<file path="src/rtl/pid_pkg.sv">
// Shared types and constants for the PID loop sequencer.
//   seq_state_e : 3-bit sequencer state encoding (also exported on state_out)
//   OVR_W       : width of the saturating overrun counter
//   sat_inc()   : saturating increment for the overrun counter
package pid_pkg;

  localparam int unsigned STATE_W = 3;
  localparam int unsigned OVR_W   = 8;
  localparam logic [OVR_W-1:0] OVR_MAX = '1;

  typedef enum logic [STATE_W-1:0] {
    ST_IDLE       = 3'd0,
    ST_SENSE_REQ  = 3'd1,
    ST_SENSE_WAIT = 3'd2,
    ST_PID_REQ    = 3'd3,
    ST_PID_WAIT   = 3'd4,
    ST_UPDATE     = 3'd5
  } seq_state_e;

  // Increment that sticks at the maximum value
  function automatic logic [OVR_W-1:0] sat_inc(input logic [OVR_W-1:0] v);
    return (v == OVR_MAX) ? v : v + OVR_W'(1);
  endfunction

endpackage

</file>
<file path="src/rtl/pid_loop_sequencer_if.sv">
// Handshake/status bundle between the PID loop sequencer and its peers.
//   master : sequencer side (drives starts, update strobe and status)
//   slave  : peer side (drives enable/clear and the done pulses)
interface pid_loop_sequencer_if;
  import pid_pkg::*;

  logic               enable_in;
  logic               clear_in;
  logic               sensor_done;
  logic               pid_done;
  logic               sensor_start;
  logic               pid_start;
  logic               pwm_update;
  logic               busy;
  logic [OVR_W-1:0]   overrun_cnt;
  logic               timeout_flag;
  logic [STATE_W-1:0] state_out;

  modport master (
    input  enable_in, clear_in, sensor_done, pid_done,
    output sensor_start, pid_start, pwm_update, busy,
           overrun_cnt, timeout_flag, state_out
  );

  modport slave (
    output enable_in, clear_in, sensor_done, pid_done,
    input  sensor_start, pid_start, pwm_update, busy,
           overrun_cnt, timeout_flag, state_out
  );

endinterface

</file>
<file path="src/rtl/clk_enable.sv">
// Free-running clock-enable generator: tick_o pulses for one cycle every
// DIVISOR+1 cycles; the first pulse appears DIVISOR+1 cycles after reset.
//   clk_in   : clock
//   reset_in : asynchronous active-high reset
//   tick_o   : registered one-cycle tick
module clk_enable #(
  parameter int unsigned DIVISOR = 1249999
) (
  input  logic clk_in,
  input  logic reset_in,
  output logic tick_o
);

  localparam int unsigned CNT_W = (DIVISOR > 0) ? $clog2(DIVISOR + 1) : 1;

  logic [CNT_W-1:0] cnt_q, cnt_d;
  logic             tick_q;
  logic             wrap_c;

  assign wrap_c = (cnt_q == CNT_W'(DIVISOR));
  assign cnt_d  = wrap_c ? '0 : cnt_q + CNT_W'(1);

  // Tick is registered from the wrap so it lands one cycle after the terminal count
  always_ff @(posedge clk_in or posedge reset_in) begin
    if (reset_in) begin
      cnt_q  <= '0;
      tick_q <= 1'b0;
    end else begin
      cnt_q  <= cnt_d;
      tick_q <= wrap_c;
    end
  end

  assign tick_o = tick_q;

endmodule

</file>
<file path="src/rtl/pid_loop_sequencer.sv">
// Control-loop sequencer: on each enabled tick runs
// sense request -> wait sensor -> PID request -> wait PID -> PWM update.
// Ticks arriving mid-sequence are dropped and counted (saturating).
// Optional feature macro: SEQ_TIMEOUT_EN (bounded waits + sticky timeout_flag).
//   clk_in   : system clock
//   reset_in : asynchronous active-high reset
//   seq_if   : handshake/status bundle (master modport)
module pid_loop_sequencer
  import pid_pkg::*;
#(
  parameter int unsigned DIVISOR        = 1249999,
  parameter int unsigned TIMEOUT_CYCLES = 125000
) (
  input  logic                  clk_in,
  input  logic                  reset_in,
  pid_loop_sequencer_if.master  seq_if
);

  if (TIMEOUT_CYCLES < 1) begin : g_bad_timeout
    $error("TIMEOUT_CYCLES must be at least 1");
  end

  logic tick;

  clk_enable #(.DIVISOR(DIVISOR)) u_clk_enable (
    .clk_in   (clk_in),
    .reset_in (reset_in),
    .tick_o   (tick)
  );

  seq_state_e       state_q, state_d;
  logic [OVR_W-1:0] ovr_q, ovr_d;
  logic             sensor_start_q, pid_start_q, pwm_update_q, busy_q;
  logic             timeout_c;

`ifdef SEQ_TIMEOUT_EN
  localparam int unsigned WAIT_W = (TIMEOUT_CYCLES > 1) ? $clog2(TIMEOUT_CYCLES) : 1;

  logic [WAIT_W-1:0] wait_q;
  logic              in_wait_c;
  logic              flag_q;

  assign in_wait_c = (state_q == ST_SENSE_WAIT) || (state_q == ST_PID_WAIT);

  // A done pulse in the expiring cycle still wins over the timeout
  assign timeout_c = (wait_q == WAIT_W'(TIMEOUT_CYCLES - 1)) &&
                     (((state_q == ST_SENSE_WAIT) && !seq_if.sensor_done) ||
                      ((state_q == ST_PID_WAIT)   && !seq_if.pid_done));

  // Wait counter restarts on every state change; sticky flag set on expiry
  always_ff @(posedge clk_in or posedge reset_in) begin
    if (reset_in) begin
      wait_q <= '0;
      flag_q <= 1'b0;
    end else begin
      wait_q <= (in_wait_c && (state_d == state_q)) ? wait_q + WAIT_W'(1) : '0;
      if (timeout_c)            flag_q <= 1'b1;
      else if (seq_if.clear_in) flag_q <= 1'b0;
    end
  end

  assign seq_if.timeout_flag = flag_q;
`else
  assign timeout_c           = 1'b0;
  assign seq_if.timeout_flag = 1'b0;
`endif

  // Next-state decode
  always_comb begin
    state_d = state_q;
    unique case (state_q)
      ST_IDLE:       if (tick && seq_if.enable_in) state_d = ST_SENSE_REQ;
      ST_SENSE_REQ:  state_d = ST_SENSE_WAIT;
      ST_SENSE_WAIT: begin
        if (seq_if.sensor_done) state_d = ST_PID_REQ;
        else if (timeout_c)     state_d = ST_IDLE;
      end
      ST_PID_REQ:    state_d = ST_PID_WAIT;
      ST_PID_WAIT: begin
        if (seq_if.pid_done)    state_d = ST_UPDATE;
        else if (timeout_c)     state_d = ST_IDLE;
      end
      ST_UPDATE:     state_d = ST_IDLE;
      default:       state_d = ST_IDLE;
    endcase
  end

  // Clear first, then count a dropped tick, so clear+overrun yields 1
  always_comb begin
    ovr_d = seq_if.clear_in ? '0 : ovr_q;
    if (tick && (state_q != ST_IDLE)) ovr_d = sat_inc(ovr_d);
  end

  // State and Moore outputs registered together from the next state
  always_ff @(posedge clk_in or posedge reset_in) begin
    if (reset_in) begin
      state_q        <= ST_IDLE;
      ovr_q          <= '0;
      sensor_start_q <= 1'b0;
      pid_start_q    <= 1'b0;
      pwm_update_q   <= 1'b0;
      busy_q         <= 1'b0;
    end else begin
      state_q        <= state_d;
      ovr_q          <= ovr_d;
      sensor_start_q <= (state_d == ST_SENSE_REQ);
      pid_start_q    <= (state_d == ST_PID_REQ);
      pwm_update_q   <= (state_d == ST_UPDATE);
      busy_q         <= (state_d != ST_IDLE);
    end
  end

  assign seq_if.sensor_start = sensor_start_q;
  assign seq_if.pid_start    = pid_start_q;
  assign seq_if.pwm_update   = pwm_update_q;
  assign seq_if.busy         = busy_q;
  assign seq_if.overrun_cnt  = ovr_q;
  assign seq_if.state_out    = state_q;

endmodule

</file>
<file path="src/flat_wrapper.sv">
// flat-port wrapper written by rule: the top's interface ports become plain ports
module pid_loop_sequencer_flat import pid_pkg::*;
#(
  parameter int unsigned DIVISOR        = 1249999,
  parameter int unsigned TIMEOUT_CYCLES = 125000
)
  (clk_in, reset_in, seq_if_enable_in, seq_if_clear_in, seq_if_sensor_done, seq_if_pid_done, seq_if_sensor_start, seq_if_pid_start, seq_if_pwm_update, seq_if_busy, seq_if_overrun_cnt, seq_if_timeout_flag, seq_if_state_out);
  pid_loop_sequencer_if seq_if_i ();
  input  logic clk_in;
  input  logic reset_in;
  input wire logic [$bits(seq_if_i.enable_in)-1:0] seq_if_enable_in;
  input wire logic [$bits(seq_if_i.clear_in)-1:0] seq_if_clear_in;
  input wire logic [$bits(seq_if_i.sensor_done)-1:0] seq_if_sensor_done;
  input wire logic [$bits(seq_if_i.pid_done)-1:0] seq_if_pid_done;
  output wire logic [$bits(seq_if_i.sensor_start)-1:0] seq_if_sensor_start;
  output wire logic [$bits(seq_if_i.pid_start)-1:0] seq_if_pid_start;
  output wire logic [$bits(seq_if_i.pwm_update)-1:0] seq_if_pwm_update;
  output wire logic [$bits(seq_if_i.busy)-1:0] seq_if_busy;
  output wire logic [$bits(seq_if_i.overrun_cnt)-1:0] seq_if_overrun_cnt;
  output wire logic [$bits(seq_if_i.timeout_flag)-1:0] seq_if_timeout_flag;
  output wire logic [$bits(seq_if_i.state_out)-1:0] seq_if_state_out;
  assign seq_if_i.enable_in = seq_if_enable_in;
  assign seq_if_i.clear_in = seq_if_clear_in;
  assign seq_if_i.sensor_done = seq_if_sensor_done;
  assign seq_if_i.pid_done = seq_if_pid_done;
  assign seq_if_sensor_start = seq_if_i.sensor_start;
  assign seq_if_pid_start = seq_if_i.pid_start;
  assign seq_if_pwm_update = seq_if_i.pwm_update;
  assign seq_if_busy = seq_if_i.busy;
  assign seq_if_overrun_cnt = seq_if_i.overrun_cnt;
  assign seq_if_timeout_flag = seq_if_i.timeout_flag;
  assign seq_if_state_out = seq_if_i.state_out;
  pid_loop_sequencer #(.DIVISOR(DIVISOR), .TIMEOUT_CYCLES(TIMEOUT_CYCLES)) u_core (.clk_in(clk_in), .reset_in(reset_in), .seq_if(seq_if_i));
endmodule
</file>
<file path="config.mk">
export PLATFORM = sky130hd
export DESIGN_NAME = pid_loop_sequencer_flat
export DESIGN_NICKNAME = d
export VERILOG_FILES = /design/src/rtl/pid_pkg.sv /design/src/rtl/pid_loop_sequencer_if.sv /design/src/rtl/clk_enable.sv /design/src/rtl/pid_loop_sequencer.sv /design/src/flat_wrapper.sv
export SDC_FILE = /design/constraint.sdc
export NUM_CORES = 1
export LEC_CHECK = 0
export CORE_ASPECT_RATIO = 1.4
export CORE_MARGIN = 5
export CORE_UTILIZATION = 49
export DETAILED_ROUTE_END_ITERATION = 10
export GPL_TIMING_DRIVEN = 0
export MAX_ROUTING_LAYER = met4
export PLACE_DENSITY_LB_ADDON = 0.25
export SLEW_MARGIN = 20
export SYNTH_ARGS = -nofsm -noshare
export SYNTH_HDL_FRONTEND = slang
export SYNTH_SLANG_ARGS = --single-unit
</file>
<file path="constraint.sdc">
create_clock -name clk_in -period 1.7 [get_ports clk_in]
set_input_delay 0.17 -clock clk_in [delete_from_list [all_inputs] [get_ports clk_in]]
set_output_delay 0.17 -clock clk_in [all_outputs]
set_load 0.02 [all_outputs]
</file>
## Word-level counts from Yosys, hierarchy flattened

Index checks and enable logic that the tools add are counted.

- $add $sub $neg: 2
- Equality and inequality tests: 9
- Mux-type cells: 8
- Reductions and logical operators: 5

Operators with widths:

| kind | count |
|---|---|
| $mux 8 | 3 |
| $add 21x1->21 const B | 1 |
| $eq 21x21->1 const B | 1 |
| $mux 21 | 1 |
| $pmux 3 s5 | 1 |
| $eq 3x2->1 const B | 3 |
| $mux 3 | 3 |
| $add 8x1->8 const B | 1 |
| $eq 8x8->1 const B | 1 |
| $eq 3x1->1 const B | 2 |
| $eq 3x3->1 const B | 2 |
| $reduce_bool 3->1 | 2 |
| $logic_not 3->1 | 1 |
| $logic_and 1x1->1 | 2 |

- Flip-flop bits (word level): 37
- Bits of input ports: 6
- Output and inout bits: 16

## Logic depth before layout (Yosys ltp)

Gate-level depths: netlist (run 1).

- Depth after elaboration: 4
- Depth in mapped cells: 7
- Depth with buffers taken out: 6

## Hierarchy

A second synthesis (run 1) with hierarchy kept.

- Cells, all modules: 163
- Area total of the unflattened synthesis: 1843.0 um^2

By module, submodules not included:

| module | instances | cells an instance | area each (um^2) | seq. area each (um^2) |
|---|---|---|---|---|
| clk_enable | 1 | 91 | 1054.8 | 550.5 |
| pid_loop_sequencer | 1 | 72 | 788.3 | 375.4 |

## Worst setup path before layout (run 1)

Ideal clock, no wire load.

- Kind: register -> register
- Start point: register u_core.ovr_q[0], in the netlist u_core.seq_if.overrun_cnt[0]
- End point: register u_core.ovr_q[1], in the netlist u_core.seq_if.overrun_cnt[1]
- Setup time: 0.125 ns
- Data arrival time: 1.845 ns
- Required time: 1.575 ns
- Slack: -0.270 ns
- Stages on the path, launching flop included: 6
- Buffers on the path: 0
- Period minus slack after synthesis: 1.970 ns
- Cells stage by stage: dfrtp_1 nor2b_1 ha_1 nand3_1 o31ai_1 mux2_2

- Word-level cells in the longest chain between the ends: 4
- Elaborated cells on any way between the ends: 5
- Those cells by class: add/sub (1); eq/ne (1); mux (3)

Ends and longest elaborated chain:

| item | line | source |
|---|---|---|
| from (decl) | pid_loop_sequencer.sv:32 | `logic [OVR_W-1:0] ovr_q, ovr_d;` |
| from (signal assigned) | pid_loop_sequencer.sv:105 | `ovr_q <= ovr_d;` |
| $mux 8 * | pid_loop_sequencer.sv:90 | `ovr_d = seq_if.clear_in ? '0 : ovr_q;` |
| $add 8x1->8 / $eq 8x8->1 (equally long branches) | pid_pkg.sv:22 | `return (v == OVR_MAX) ? v : v + OVR_W'(1);` |
| $mux 8 * | pid_pkg.sv:22 |  |
| $mux 8 * | pid_loop_sequencer.sv:91 | `if (tick && (state_q != ST_IDLE)) ovr_d = sat_inc(ovr_d);` |
| net u_core.ovr_d[1] | pid_loop_sequencer.sv:32 |  |

Mark *: on every way through the listed nets, which the timed path passes. The rest lies on a longest branch.

## Worst setup path in the final report (run 1)

- Start point: register u_core.u_clk_enable.cnt_q[1]
- End point: register u_core.u_clk_enable.cnt_q[16]

- Word-level cells in the longest chain between the ends: 2
- Elaborated cells on any way between the ends: 3
- Those cells by class: add/sub (1); eq/ne (1); mux (1)

Ends and longest elaborated chain:

| item | line | source |
|---|---|---|
| from (decl) | clk_enable.sv:16 | `logic [CNT_W-1:0] cnt_q, cnt_d;` |
| from (signal assigned) | clk_enable.sv:29 | `cnt_q <= cnt_d;` |
| $add 21x1->21 / $eq 21x21->1 (equally long branches) | clk_enable.sv:21, clk_enable.sv:20 |  |
| $mux 21 * | clk_enable.sv:21 | `assign cnt_d = wrap_c ? '0 : cnt_q + CNT_W'(1);` |
| net u_core.u_clk_enable.cnt_d[16] | clk_enable.sv:16 |  |

Marks and branches as above.

==> results, run 1 <==
- The smallest setup slack after layout is 0.0204 ns.
- The die area is 4950 um2.
- The sequential-to-total area share from yosys stat is 0.520.
- Timing analysis after detailed placement gives a worst setup slack of -0.301 ns.
- 22 I/O pins were placed.
- Leaving out fill and tap cells, the most frequent cells in the layout are dfrtp_1, clkdlybuf4s50_1, nor2_1.
- In this run the worst hold path is classified as in2reg.
- The number of max-cap violations is 0.
- The class of the most critical setup path is reg2reg.
- The number of core rows is 26.
- From left edge to right edge, the die measures between 60 and 70 um.
- The number of antenna-violating nets in the routed design is 0.
- The wire length after detailed routing is roughly 4 mm.
- Clock latency on the worst-skew pair, taken at its later pin, is 0.29 ns.
- Together, buffers and inverters on the worst path number 1.
- The number of global-route vias before repair was 1431.
- The final max-slew violation count is 0.
- Detailed placement finished with a half-perimeter wire length of about 2.5 mm.
- In this run the tightest slew margin relative to its limit is 0.494.
- The net count of the finished layout is about 220.
- The synthesized area per cell is about 10 um2.
- The critical path goes through ha_2 > and3_4 > nand4_1 > nor4_4 > clkbuf_8 > nor2_2.
- The post-detailed-route wirelength per cell is 16.1 um.
- The synthesized netlist occupies a cell area of ~1800 um2.
- The deepest clock path buffer count is 2.
- In this run the number of H-tree levels came out at 2.
- The worst vdd rail ir drop is between 0.7 and 0.8 mV.
- The cell count after synthesis came out at around 180.
- The number of setup violations in the final report is 0.
- The most frequent standard cell in the layout excluding fill and tap cells is dfrtp_1.
- The repair_antennas step left the layout with diodes totalling 0.
- The net count of the mapped netlist is between 150 and 200.
- Based on the critical path, the design can be clocked at up to ~600 MHz.
- The largest incremental delay on the critical path is 0.41 ns.
- The height of the die is 81.3 um.
- The relative area change from synthesis to final layout is 31.9%.
- The number of buffers created by CTS is 5.
- For this run, the number of Yosys warnings is 0.
- At the worst endpoint, the required time is between 1.5 and 2 ns.
- The slew at the pin closest to its max-slew limit is approximately 0.76 ns.
- The clock sink total is 37.
- The number of buffer cells added on primary ports is 19.
- The master cell of the clock root buffer is clkbuf_8.
- The starting utilization of the core area is 0.497.
- The fraction of final layout cells sized beyond drive strength 1 is 0.244.
- Routability-driven placement finished with a final weighted congestion of between 0.9 and 1.
- Clock-pin slew was measured on the worst setup and hold paths at ~0.07 ns.
- The clock arrives with 0.00800 ns of skew.
- The hold-fix buffer count after cts is 0.
- In this run the power density over the cells is roughly 720 nW/um2.
- The unique cell type count in the Yosys netlist is 32.
- The overflow left after global routing is 0.
- The worst setup path is captured at a flip-flop.
- The count of state elements after synthesis is 37.
- The largest net degree at the start of global routing is 38.
- STA puts the critical path data arrival time at 1.86 ns.
- The number of vias per cell after detailed routing is a little under 6.
- The detailed router finished its first iteration with 94 violations.
- The largest fanout of any net on the critical path is 5.
- The flow ran to the end, and the final reports show no timing, DRC or antenna violations.
- Overall power consumption after layout is estimated at 0.00170 W.
- The count of placed standard cells including taps is ~240.
- The final instance count without filler cells is 251.
- The standard cell core area is approximately 3600 um2.
- The number of hold-slack violations in the final timing report is 0.
- The total via count in the routed design is between 1000 and 1500.
- The minimum clock period after layout is around 1.7 ns.
- The initial antenna violation count is 0.
- For this run, design rule violations remaining after detail routing come to 0.
- The ratio of final minimum period to clock period is 0.988.
- For this run, the detailed router's first-pass iteration total came to 4.
- The overall global routing resource usage is 0.181.
- The first-pass GRT wire length is roughly 6.4 mm.
- The cell family with the largest share of critical-path delay is simple AND/OR/NAND/NOR gates.
- The core occupancy in the finished layout is 0.656.
- The slowest stage of the critical path is the dfrtp_1 cell.
- Setup repair after global routing could not meet its margin everywhere.
- The nature of the critical path startpoint is a flip-flop.
- TritonCTS built the clock tree.
- The analysis attributes to cell leakage a power of around 0.96 nW.
Yosys cell counts:
master | count | area [um2]
nand2b_1 | 2 | 12.5
nand4_1 | 5 | 31.3
nor2b_1 | 3 | 18.8
buf_4 | 1 | 7.51
mux2i_1 | 3 | 30.0
or3_1 | 2 | 12.5
nor4_1 | 5 | 31.3
buf_2 | 2 | 10.0
xnor2_1 | 16 | 140
nand3b_1 | 2 | 15.0
nand4_2 | 1 | 12.5
and4_1 | 2 | 17.5
mux2_2 | 1 | 11.3
nor3_1 | 7 | 35.0
a21oi_1 | 5 | 25.0
or4_4 | 1 | 11.3
nand2_1 | 11 | 41.3
inv_1 | 3 | 11.3
conb_1 | 1 | 3.75
ha_1 | 2 | 25.0
or3b_2 | 1 | 8.76
xor2_1 | 6 | 52.6
clkbuf_1 | 4 | 15.0
o31a_1 | 1 | 8.76
and3_1 | 6 | 37.5
nand3_1 | 12 | 60.1
o21ai_0 | 6 | 30.0
nor2_1 | 24 | 90.1
o31ai_1 | 2 | 15.0
dfrtp_1 | 37 | 926
nor3b_1 | 1 | 7.51
and4bb_2 | 2 | 25.0
layer usage:
metal  GRT usage  part of all wire  vias to the layer above
li1            -                 -                      674
met1       0.197              0.38                      734
met2       0.287              0.54                       41
met3      0.0541             0.057                       11
met4       0.104             0.026                        0
met5           -                 0                        -
state kept, by name, summed over array words and instances, names as in the netlist:
| register | count |
|---|---|
| u_core.u_clk_enable.cnt_q | 21 |
| u_core.seq_if.sensor_start | 1 |
| u_core.u_clk_enable.tick_o | 1 |
| u_core.seq_if.overrun_cnt | 8 |
| u_core.seq_if.pid_start | 1 |
| u_core.seq_if.state_out | 3 |
| u_core.seq_if.busy | 1 |
| u_core.seq_if.pwm_update | 1 |
report_power, final:
group	switching (W)	internal (W)
clock	0.000307	0.000478
sequential	0.000000000000000000126	0.000880
combinational	0.0000245	0.0000113
total	0.000332	0.00137
worst register-to-register path, cell delays in order, from the launching register on:
cell	delay, ns
dfrtp_1	0.41
ha_2	0.22
and3_4	0.22
nand4_1	0.13
nor4_4	0.32
clkbuf_8	0.24
nor2_2	0.05
cell type report:
class	count	area, um2
Fill cell	291	1230
Multi-Input combinational cell	130	957
Sequential cell	37	935
Timing Repair Buffer	25	241
Clock buffer	7	86.3
Tap cell	42	52.6
Buffer	6	33.8
Clock inverter	1	30.0
Inverter	3	11.3
logic make-up (layout without fill, tap and decap cells):
group                      count (synthesis)  in the layout  share of synthesized area
buffers and inverters                     10             42                     0.0246
and+or+nand+nor                           87             87                      0.263
AOI/OAI and AO/OA                         14             14                     0.0443
adders and majority gates                  2              2                     0.0141
DFF                                       37             37                      0.520
other                                      1              1                    0.00211
muxes                                      4              4                     0.0232
xor gates and xnor gates                  22             22                      0.108
what timing repair did:
item,4_1_cts,5_1_grt
cloned,1,0
pin swaps,2,10
endpoints found under the hold margin,0,0
endpoints found under the setup margin,15,18
setup buffers,1,4
gates resized for setup,16,22
through the flow:
| step | area [um2] | TNS (ns) | hold slack (ns) |
|---|---|---|---|
| 5_1_grt | 2350 | -0.651 | 0.346 |
| 4_1_cts | 2250 | 0 | 0.275 |
| 3_5_place_dp | 2050 | -3.04 | 0.487 |
| 2_1_floorplan | 1810 | 0 | 0.306 |
| 6_report | 2350 | 0 | 0.316 |
| 3_3_place_gp | 2050 | -4.63 | 0.474 |
path summary, 6_finish.rpt:
kind	start	to	slack (ns)	cells after the start
worst max-delay path	u_core.u_clk_enable.cnt_q[1]	u_core.u_clk_enable.cnt_q[16]	0.02	6
worst min-delay path	seq_if_clear_in	u_core.seq_if.overrun_cnt[7]	0.32	2
worst max register to register	u_core.u_clk_enable.cnt_q[1]	u_core.u_clk_enable.cnt_q[16]	0.02	6
worst min register to register	u_core.u_clk_enable.cnt_q[11]	u_core.u_clk_enable.cnt_q[11]	0.52	1
max in group asynchronous	reset_in	u_core.u_clk_enable.cnt_q[6]	0.83	2
min in group asynchronous	reset_in	u_core.seq_if.state_out[1]	0.33	2
Power figures use the tool's default switching activity.
==> run 2: changes to the inputs <==
clock period = 1.4 ns   (was 1.7 ns; I/O delays follow)
==> results, run 2 (synthesized netlist as in run 1, its figures left out) <==
- The count of buffers added on input and output ports is 19.
- The smallest clock period supported by the final layout is computed as 1.67 ns.
- The checks that failed: negative setup slack.
- 0 antenna diodes ended up in the layout.
- The run finished, with violations left.
- Setup slack on the critical path of the routed design comes to -0.268 ns.
- Setup violations remaining at the end of the flow were counted as 23.
- In this run the most used layer during global routing was met2.
- Power comes to 0.00183 W.
- More flip-flops sit in one register than any other, and that register is u_core.u_clk_enable.cnt_q.
- The required time of the worst setup path is between 1.5 and 2 ns.
- Counting the buffers created by CTS gives 5.
- In the global route stage, overall resource usage came out at 0.205.
- In this run the horizontal extent of the chip is between 60 and 70 um.
- The tightest slew margin relative to the limit is 0.483.
- The number of hold-slack violations in the final timing report is 0.
- The met2 usage in global routing is 0.378.
- TritonCTS built the clock tree.
- The nature of the critical path startpoint is a flip-flop.
- The initial antenna violation count is 0.
- The worst vdd rail ir drop is ~0.74 mV.
- Of the available clock period, the critical path in the final layout requires 1.19.
- Across the run, the number of max-cap violations was 0.
- The clock-pin slew of the registers on the worst-case setup and hold paths is around 0.070 ns.
- Setup repair after global routing could not meet its margin everywhere.
- The congestion estimate from routability-driven global placement came to ~0.90.
- In this run, the number of DRC markers left after iteration 0 of detailed routing was between 60 and 70.
- For met3 alone, demand over resource in global routing was 0.0397.
- The clock sink total is 37.
- The height of the die is approximately 80 um.
- The flip-flop count of the largest register, all copies and words added is 21.
- The power per cell area is 703 nW/um2.
- The worst hold path belongs to the class in2async.
- The total number of nets in the final design is 244.
- The standard cell core area is around 3600 um2.
- The final max-slew violation count was 0.
- The number of core rows is 26.
- The library cells used most frequently in the layout, excluding fill and tap cells, are buf_4, dfrtp_1, nor2_1.
- Between clock sinks in the finished design, the worst skew comes to between 0.007 and 0.008 ns.
- Detailed placement finished with a half-perimeter wire length of 2.73 mm.
- The largest net degree at the start of global routing is 38.
- The die area is between 4000 and 5000 um2.
- The first detailed-routing pass ran for 4 iterations.
- The library cell used most frequently in the layout, excluding fill and tap cells, is buf_4.
- Final hold analysis gives a worst-case slack of between 0.3 and 0.4 ns.
- STA classifies the critical path endpoint as a flip-flop.
- The first global-routing pass estimated between 7 and 8 mm of wire.
- For this block, the routed nets add up to 4.61 mm of wire.
- The count of boundary I/O pins is 22.
- After detailed routing, the number of remaining DRC violations is 0.
- The final instance count without filler cells is between 200 and 300.
- The leakage power figure is 1.20 nW.
- The overflow left after global routing is 0.
- In this run the remaining antenna-violating nets after routing total 0.
- The slew at the pin closest to its max-slew limit is 0.774 ns.
- The number of vias per cell after detailed routing is 5.60.
- After detailed placement, the design holds a cell count of between 200 and 250.
- The fraction of final layout cells sized beyond drive strength 1 is 0.376.
- The number of global-route vias before repair was around 1600.
- The deepest clock path buffer count is 2.
- The routing usage on met1 is 0.203.
- The class of the most critical setup path is reg2reg.
- The master cell of the clock root buffer is clkbuf_8.
- Detailed routing inserted a total of 1562 vias.
- Data arrives at the worst endpoint at ~1.9 ns.
- The post-detailed-route wirelength per cell is between 15 and 20 um.
- In this run the worst path has a maximum fanout of 3.
- Relative to the synthesized area, the layout overhead comes to 46.6%.
- The clock latency on the worst-skew pair is 0.29 ns.
- The initial utilization of the core area, before any placement, comes to 0.497.
- The number of H-tree branching levels is 2.
- Based on the critical path, the design can be clocked at up to approximately 600 MHz.
==> run 2: power breakdown <==
| group | internal [W] | leakage (nW) | total (W) | switching (W) |
|---|---|---|---|---|
| Combinational | 0.0000138 | 0.665 | 0.0000447 | 0.0000309 |
| Clock | 0.000343 | 0.0439 | 0.000721 | 0.000377 |
| Sequential | 0.00107 | 0.494 | 0.00107 | 0.000000000000000000150 |
==> run 2: final cells by class <==
class / instances / area (um2)
multi-input combinational: 130 / 1010
fill: 249 / 970
sequential: 37 / 935
timing repair buffer: 53 / 449
clock buffer: 5 / 68.8
buffer: 6 / 61.3
tap: 42 / 52.6
clock inverter: 3 / 17.5
inverter: 3 / 11.3
==> run 2: per-stage QoR <==
stage                     TNS (ns)  setup WS, ns  instance area [um2]   util
after global routing         -4.88        -0.325                 2610  0.729
final                        -3.10        -0.268                 2610  0.729
after floorplan             -0.921        -0.188                 1900      -
after global placement      -15.77        -0.427                 2140  0.598
after CTS                    -2.98        -0.205                 2510  0.703
after detailed placement     -4.57        -0.325                 2140  0.598
==> run 2: final timing paths <==
kind / slack (ns) / cells past startpoint / to / start
hold reg to reg: 0.54 / 1 / u_core.u_clk_enable.cnt_q[8] / u_core.u_clk_enable.cnt_q[8]
setup reg to reg: -0.27 / 4 / u_core.u_clk_enable.cnt_q[17] / u_core.u_clk_enable.cnt_q[10]
min in group clk_in: 0.32 / 2 / u_core.seq_if.overrun_cnt[7] / seq_if_clear_in
hold / removal: 0.31 / 2 / u_core.seq_if.busy / reset_in
setup / recovery: -0.27 / 4 / u_core.u_clk_enable.cnt_q[17] / u_core.u_clk_enable.cnt_q[10]
max in group asynchronous: 0.55 / 2 / u_core.u_clk_enable.cnt_q[5] / reset_in
==> run 2: metal layers <==
metal	part of all wire	up-vias
li1	-	732
met1	0.37	764
met2	0.56	53
met3	0.047	13
met4	0.025	0
met5	0	-
==> run 2: timing repair <==
action | CTS | global route
buffers inserted | 28 | 5
gates resized for setup | 35 | 15
pin swaps | 18 | 7
hold buffers | 0 | 0
cloned | 1 | 0
setup endpoints to repair | 37 | 29
==> run 2: worst max-delay path: stages (launching register included) <==
cell,delay [ns]
dfrtp_1,0.38
nand4_1,0.15
or4_4,0.58
or3_4,0.35
a21oi_2,0.13
